--- src/rtl/filter_sequencer.sv ---
// filter_sequencer
//   Sample scheduler and coefficient manager for a single-section IIR filter.
//   Incoming samples queue in a small FIFO. One sample is issued per sample
//   period (DIV clocks). The filter state-register enable is pulsed for the
//   issue cycle only. The filter result is captured behind a valid/ready
//   handshake. Coefficient updates are staged in shadow registers and copied
//   to the active set only while idle.
//
// Parameters
//   W     : sample / coefficient width
//   DIV   : sample period in clk cycles (>= 3)
//   DEPTH : input FIFO entries (power of 2)
//
// Ports
//   clk, rst                    : clock, asynchronous active-high reset
//   in_data/in_valid/in_ready   : sample input stream
//   cfg_wr/cfg_addr/cfg_data    : shadow coefficient write (0=a1, 1=b0, 2=b1)
//   cfg_commit                  : request shadow -> active copy
//   filt_x, filt_en             : filter input sample and state enable
//   filt_a1, filt_b0, filt_b1   : active coefficients
//   filt_y                      : combinational filter output
//   out_data/out_valid/out_ready: captured result stream
//   busy                        : not idle, or samples queued
//   miss_cnt                    : saturating missed-tick count
//
// Build option
//   FILTSEQ_MISS_CNT_EN : when defined, miss_cnt counts missed ticks
//                         (saturating at 255); otherwise miss_cnt is 0.
module filter_sequencer #(
  parameter int W     = 32,
  parameter int DIV   = 50,
  parameter int DEPTH = 4
) (
  input  logic         clk,
  input  logic         rst,
  input  logic [W-1:0] in_data,
  input  logic         in_valid,
  output logic         in_ready,
  input  logic         cfg_wr,
  input  logic [1:0]   cfg_addr,
  input  logic [W-1:0] cfg_data,
  input  logic         cfg_commit,
  output logic [W-1:0] filt_x,
  output logic         filt_en,
  output logic [W-1:0] filt_a1,
  output logic [W-1:0] filt_b0,
  output logic [W-1:0] filt_b1,
  input  logic [W-1:0] filt_y,
  output logic [W-1:0] out_data,
  output logic         out_valid,
  input  logic         out_ready,
  output logic         busy,
  output logic [7:0]   miss_cnt
);

  localparam int CW = $clog2(DIV);
  localparam int AW = (DEPTH > 1) ? $clog2(DEPTH) : 1;

  typedef enum logic [1:0] {IDLE, ISSUE, OUT} state_t;

  state_t        state_q, state_d;
  logic [CW-1:0] cnt;
  logic          tick;
  logic [W-1:0]  mem [DEPTH];
  logic [AW-1:0] wr_ptr, rd_ptr;
  logic [AW:0]   count;
  logic          push, pop, empty;
  logic [W-1:0]  x_q;
  logic [W-1:0]  sh_a1, sh_b0, sh_b1;
  logic          pending, load;

  // Sample-period tick counter
  assign tick = (cnt == CW'(DIV - 1));

  always_ff @(posedge clk or posedge rst) begin
    if (rst)       cnt <= '0;
    else if (tick) cnt <= '0;
    else           cnt <= cnt + CW'(1);
  end

  // Input FIFO; in_ready comes from registered occupancy only
  assign empty    = (count == '0);
  assign in_ready = (count != (AW+1)'(DEPTH));
  assign push     = in_valid & in_ready;

  always_ff @(posedge clk) begin
    if (push) mem[wr_ptr] <= in_data;
  end

  always_ff @(posedge clk or posedge rst) begin
    if (rst) begin
      wr_ptr <= '0;
      rd_ptr <= '0;
      count  <= '0;
    end else begin
      if (push) wr_ptr <= (wr_ptr == AW'(DEPTH - 1)) ? '0 : wr_ptr + AW'(1);
      if (pop)  rd_ptr <= (rd_ptr == AW'(DEPTH - 1)) ? '0 : rd_ptr + AW'(1);
      case ({push, pop})
        2'b10:   count <= count + (AW+1)'(1);
        2'b01:   count <= count - (AW+1)'(1);
        default: count <= count;
      endcase
    end
  end

  // Issue FSM
  always_ff @(posedge clk or posedge rst) begin
    if (rst) state_q <= IDLE;
    else     state_q <= state_d;
  end

  always_comb begin
    state_d = state_q;
    filt_en = 1'b0;
    pop     = 1'b0;
    unique case (state_q)
      IDLE:    if (tick && !empty) begin
                 pop     = 1'b1;
                 state_d = ISSUE;
               end
      ISSUE:   begin
                 filt_en = 1'b1;
                 state_d = OUT;
               end
      OUT:     if (out_ready) state_d = IDLE;
      default: state_d = IDLE;
    endcase
  end

  assign busy = (state_q != IDLE) || !empty;

  // Issued sample register and result capture
  always_ff @(posedge clk or posedge rst) begin
    if (rst)      x_q <= '0;
    else if (pop) x_q <= mem[rd_ptr];
  end

  assign filt_x = x_q;

  // The result is captured at the same edge the filter state advances.
  always_ff @(posedge clk or posedge rst) begin
    if (rst) begin
      out_data  <= '0;
      out_valid <= 1'b0;
    end else if (state_q == ISSUE) begin
      out_data  <= filt_y;
      out_valid <= 1'b1;
    end else if ((state_q == OUT) && out_ready) begin
      out_valid <= 1'b0;
    end
  end

  // Coefficients: shadow writes are immediate, active copy only while idle.
  // A commit arriving on the copy edge re-arms pending so it is not lost.
  assign load = (state_q == IDLE) && pending;

  always_ff @(posedge clk or posedge rst) begin
    if (rst) begin
      sh_a1   <= '0;
      sh_b0   <= '0;
      sh_b1   <= '0;
      filt_a1 <= '0;
      filt_b0 <= '0;
      filt_b1 <= '0;
      pending <= 1'b0;
    end else begin
      if (cfg_wr) begin
        case (cfg_addr)
          2'd0:    sh_a1 <= cfg_data;
          2'd1:    sh_b0 <= cfg_data;
          2'd2:    sh_b1 <= cfg_data;
          default: ;
        endcase
      end
      if (load) begin
        filt_a1 <= sh_a1;
        filt_b0 <= sh_b0;
        filt_b1 <= sh_b1;
      end
      pending <= cfg_commit | (pending & ~load);
    end
  end

  // Missed ticks: every tick that does not pop a sample
`ifdef FILTSEQ_MISS_CNT_EN
  logic       miss;
  logic [7:0] miss_q;

  assign miss = tick & ~pop;

  always_ff @(posedge clk or posedge rst) begin
    if (rst)                         miss_q <= '0;
    else if (miss && miss_q != 8'hFF) miss_q <= miss_q + 8'd1;
  end

  assign miss_cnt = miss_q;
`else
  assign miss_cnt = 8'd0;
`endif

endmodule

--- config.mk ---
export PLATFORM = sky130hd
export DESIGN_NAME = filter_sequencer
export DESIGN_NICKNAME = d
export VERILOG_FILES = /design/src/rtl/filter_sequencer.sv
export SDC_FILE = /design/constraint.sdc
export NUM_CORES = 1
export LEC_CHECK = 0
export ABC_AREA = 0
export CAP_MARGIN = 10
export CORE_ASPECT_RATIO = 1.4
export CORE_MARGIN = 2
export CORE_UTILIZATION = 30
export DETAILED_ROUTE_END_ITERATION = 6
export PLACE_DENSITY = 0.57
export SLEW_MARGIN = 10
export SYNTH_ARGS = -nofsm -noshare
export SYNTH_HDL_FRONTEND = slang
export SYNTH_SLANG_ARGS = --single-unit
--- constraint.sdc ---
create_clock -name clk -period 21.9 [get_ports clk]
set_input_delay 3.285 -clock clk [delete_from_list [all_inputs] [get_ports clk]]
set_output_delay 3.285 -clock clk [all_outputs]
set_load 0.005 [all_outputs]
==> results by stage <==
Run status:
- The run finished with clean final reports.

Floorplan:
- In this run the count of I/O pins placed on the die edge is 276.
- The total core area is 49,900 um^2.
- The vertical extent of the die is 269 um.
- The floorplan step defined a die boundary enclosing 52,000 um^2.
- For this configuration, the core starts out at a cell density of 0.302.
- Row generation in the floorplan step produced 97 rows.
- The die is 193 um wide.

Routing:
- The number of design-rule violations left by the first detailed-router iteration is 226.
- The routed wire length is 31,900 um.
- The overall via count from detail_route is 7,821.
- The number of iterations in the first detailed-routing pass is 4.
- The average routed wire per standard cell is 18.1 um.
- The count of nets left with antenna violations once routing finished came out at 0.
- The average vias per placed instance is 4.45.
- The number of DRC violations after detailed routing is 0.

Logic synthesis:
- The post-synthesis instance area is 15,100 um^2.
- The share of synthesized area occupied by flip-flops and latches is 0.709.
- The count of yosys warnings during synthesis is 0.
- After synthesis, the mean cell area works out to 18.8 um^2.
- The most used flip-flop cell after synthesis is sky130_fd_sc_hd__dfrtp_1.
- In this run, synthesis inferred 128 flip-flops with an integrated enable.
- The register bit total from synthesis is 401.
- The cell count after synthesis came out at 802.
- Yosys mapped the design onto 38 distinct sky130hd cell types.
- The proportion of register bits with asynchronous set or reset after synthesis is 0.681.

Layout:
- The net count reported at finish is 1,199.
- The count of cells in the finished layout, fillers not included, comes to 1,759.
- The area overhead of the layout relative to synthesis is 31.3%.
- Counting the fill cells in the layout gives 4,634.
- Of the cells placed in the final design, the portion with a size suffix greater than 1 is 0.335.

Placed design:
- The number of port buffers is 267.
- The placed wire-length estimate is 20,400 um.
- The total instance count after detailed placement is 1,686.
- Before CTS, the worst setup slack after placement is 15.40 ns.
- The congestion estimate from routability-driven global placement came to 0.710.

Setup path:
- The number of cells on the worst reg-to-reg path is 5.
- In this design, the stage delay of the slowest critical-path cell is 0.88 ns.
- By startpoint and endpoint, the worst setup path is classified as in -> async.
- Counting stages on the worst path, the most repeated cell is sky130_fd_sc_hd__buf_4.
- The critical path data arrival time is 6.22 ns.
- The element type at the critical path end is an asynchronous set/reset pin.
- The critical path crosses 4 cells after its start point.
- Along the worst path, the maximum fanout reaches 133.
- The startpoint of the lowest-slack register-to-register path is state_q[1]$_DFFE_PP0P_.
- The worst register-to-register path ends at filt_a1[22]$_DFFE_PP0P_.
- The signal on the critical path passes through clkdlybuf4s50_1, inv_8, buf_4, buf_4.
- The launching instance or port of the critical path is rst.
- The top cell family by delay on the critical path is buffers and inverters.
- The capturing element of the worst setup path is rd_ptr[0]$_DFFE_PP0P_.
- The total buffers and inverters traversed by the critical path is 4.
- The required time at the worst-slack endpoint is 22.40 ns.
- The slowest stage of the critical path is the sky130_fd_sc_hd__buf_4 cell.
- The register-to-register setup slack is 18.89 ns.
- The worst setup path is launched from an input pin.

Clock tree:
- In this run the clock root is driven by a sky130_fd_sc_hd__clkbuf_16.
- The quantity of hold-fixing buffers added after cts is 0.
- Clock tree synthesis inserted a total of 41 buffers.
- For this design, the sink count on the clock tree is 401.
- TritonCTS built the clock tree.
- Clock latency on the worst-skew pair, taken at its later pin, is 0.54 ns.
- The H-tree was split into 2 levels.
- The post-cts repair resize count is 0.
- The clock input transition at the sequential cells of the worst setup and hold paths is 0.06 ns.
- After clock tree synthesis, the setup repair step added 0 buffers.
- The maximum clock insertion buffer count is 3.

Pwr:
- The power density over the cells is 101 nW/um^2.
- The internal portion of the total power is 1.52 mW.
- The worst-case IR drop observed on VDD is 0.0730 mV.
- For this design the static power due to leakage is 7.85 nW.
- The portion of total power attributed to sequential cells is 0.482.
- After layout, the design draws a total of 2.00 mW.
- The share of total power in the clock network is 0.351.
- Of the total power, the share spent switching nets is 0.237.
- In this run the power spent charging and discharging nets is 0.475 mW.
- The part of the total power dissipated in combinational logic is 0.167.

STA:
- Of the available clock period, the critical path in the final layout requires 0.261.
- The clock arrives with 0.0122 ns of skew.
- The hold slack is 0.490 ns.
- The final setup violation count is 0.
- In the post-route analysis, the smallest setup slack over all paths is 16.18 ns.
- The maximum achievable frequency is 175 MHz.
- The smallest clock period supported by the final layout is computed as 5.72 ns.
- Setup repair after global routing left no endpoint under its margin.
- The max-slew violation count is 0.
- The measured slew at the worst slew-check pin is 1.01 ns.
- Adding up every negative setup slack in the final design gives 0 ns.
- Headroom to the max-slew limit came out at 0.327.
- The number of hold violations in the final report is 0.

GRT:
- The global routing usage on met1 is 0.142.
- In the global route stage, overall resource usage came out at 0.123.
- The number of global-route vias before repair came to 8,449.
- The wire length of the first global-routing pass is 50,500 um.
- The routing usage on met2 is 0.221.
- Entering global routing, the biggest net connects 134 pins.
- The initial antenna violation count was 1.
- The met3 usage is 0.0299.
- In this run the most used layer during global routing was met2.
- The total congestion overflow after global routing is 0.

Job:
- The number of maximum-capacitance violations is 0.

Min path:
- The start point of the worst hold path is pending$_DFF_PP0_.
- The class of the tightest hold or removal check is reg -> reg.
-- power by group through the flow --
stage | registers (mW) | clock network, mW | logic [mW]
after global placement | 0.974 | 0 | 0.337
after global routing | 0.978 | 0.758 | 0.364
after floorplan | 0.968 | 0 | 0.180
after CTS | 0.965 | 0.727 | 0.345
after detailed placement | 0.980 | 0 | 0.344
final | 0.963 | 0.702 | 0.334
-- layout make-up --
cell class | count | area [um^2] | share of cell area
inverters | 10 | 45.0 | 0.00228
clock buffers | 53 | 1130 | 0.0573
multi-input cells | 354 | 4140 | 0.209
repair buffers | 278 | 2760 | 0.139
clock inverters | 19 | 220 | 0.0111
diodes | 1 | 2.50 | 0.000127
well taps | 643 | 805 | 0.0407
flip-flops and latches | 401 | 10700 | 0.540
-- worst min path at each step --
stage          depth (start not counted)  slack [ns]                    end
3_5_place_dp                           1        0.48  filt_x[7]$_DFFE_PP0P_
2_1_floorplan                          1        0.45      pending$_DFF_PP0_
3_3_place_gp                           1        0.46      pending$_DFF_PP0_
6_report                               1        0.49      pending$_DFF_PP0_
4_1_cts                                1        0.49  filt_x[7]$_DFFE_PP0P_
5_1_grt                                1        0.51  sh_b1[31]$_DFFE_PP0P_
-- cells in the mapped netlist (6+ instances only) --
cell type	number	area, um^2
sky130_fd_sc_hd__mux2_4	9	135
sky130_fd_sc_hd__ha_1	8	100
sky130_fd_sc_hd__inv_1	10	37.5
sky130_fd_sc_hd__buf_1	6	22.5
sky130_fd_sc_hd__mux2_2	249	2800
sky130_fd_sc_hd__dfrtp_1	273	6830
sky130_fd_sc_hd__edfxtp_1	128	3840
sky130_fd_sc_hd__buf_2	13	65.1
sky130_fd_sc_hd__nor2_1	9	33.8
sky130_fd_sc_hd__buf_4	12	90.1
sky130_fd_sc_hd__mux4_2	32	721
sky130_fd_sc_hd__clkbuf_1	9	33.8
-- cells in the final DEF (no fill, tap or decap), types with 3 or more instances in the layout --
cell type                         count
sky130_fd_sc_hd__dfrtp_1            272
sky130_fd_sc_hd__clkdlybuf4s50_1    267
sky130_fd_sc_hd__mux2_2             249
sky130_fd_sc_hd__edfxtp_1           128
sky130_fd_sc_hd__clkbuf_16           42
sky130_fd_sc_hd__mux4_2              32
sky130_fd_sc_hd__buf_4               11
sky130_fd_sc_hd__inv_1                9
sky130_fd_sc_hd__mux2_4               9
sky130_fd_sc_hd__nor2_1               8
sky130_fd_sc_hd__ha_1                 8
sky130_fd_sc_hd__conb_1               8
sky130_fd_sc_hd__clkbuf_1             7
sky130_fd_sc_hd__clkinv_2             5
sky130_fd_sc_hd__and3_2               4
sky130_fd_sc_hd__clkbuf_8             4
sky130_fd_sc_hd__bufinv_16            4
sky130_fd_sc_hd__clkinvlp_4           4
sky130_fd_sc_hd__nand3_1              3
sky130_fd_sc_hd__xor2_1               3
sky130_fd_sc_hd__xnor2_1              3
sky130_fd_sc_hd__a21oi_1              3
sky130_fd_sc_hd__clkinv_1             3
-- cells by family (layout without fill, tap and decap cells) --
kind of cell / Yosys count / in the layout / share of synthesized area
buffers and inverters: 54 / 360 / 0.0195
adders and majority gates: 9 / 9 / 0.00797
muxes: 293 / 293 / 0.245
xor gates and xnor gates: 6 / 6 / 0.00349
other: 1 / 9 / 0.000249
AOI/OAI and AO/OA: 5 / 5 / 0.00183
and+or+nand+nor: 33 / 33 / 0.0132
DFF: 401 / 401 / 0.709
-- through the flow --
step                      cell area (um^2)  utilization
final                                19800        0.396
after CTS                            19800        0.396
after detailed placement             18400        0.369
after global placement               18400        0.369
after floorplan                      15100            -
after global routing                 19800        0.396
-- metal layers --
| layer | up-vias | routed length [um] |
|---|---|---|
| li1 | 3523 | - |
| met5 | - | 0 |
| met4 | 0 | 751 |
| met3 | 43 | 1670 |
| met1 | 4071 | 12600 |
| met2 | 184 | 16900 |
-- registers in the layout, summed over array words and instances (netlist names) --
| register | count |
|---|---|
| filt_b0 | 32 |
| out_data | 32 |
| out_valid | 1 |
| cnt | 6 |
| mem | 128 |
| filt_a1 | 32 |
| pending | 1 |
| sh_b1 | 32 |
| sh_a1 | 32 |
| filt_b1 | 32 |
| count | 3 |
| rd_ptr | 2 |
| sh_b0 | 32 |
| wr_ptr | 2 |
| filt_x | 32 |
| state_q | 2 |
No activity file was read; power rests on OpenSTA's default activity.
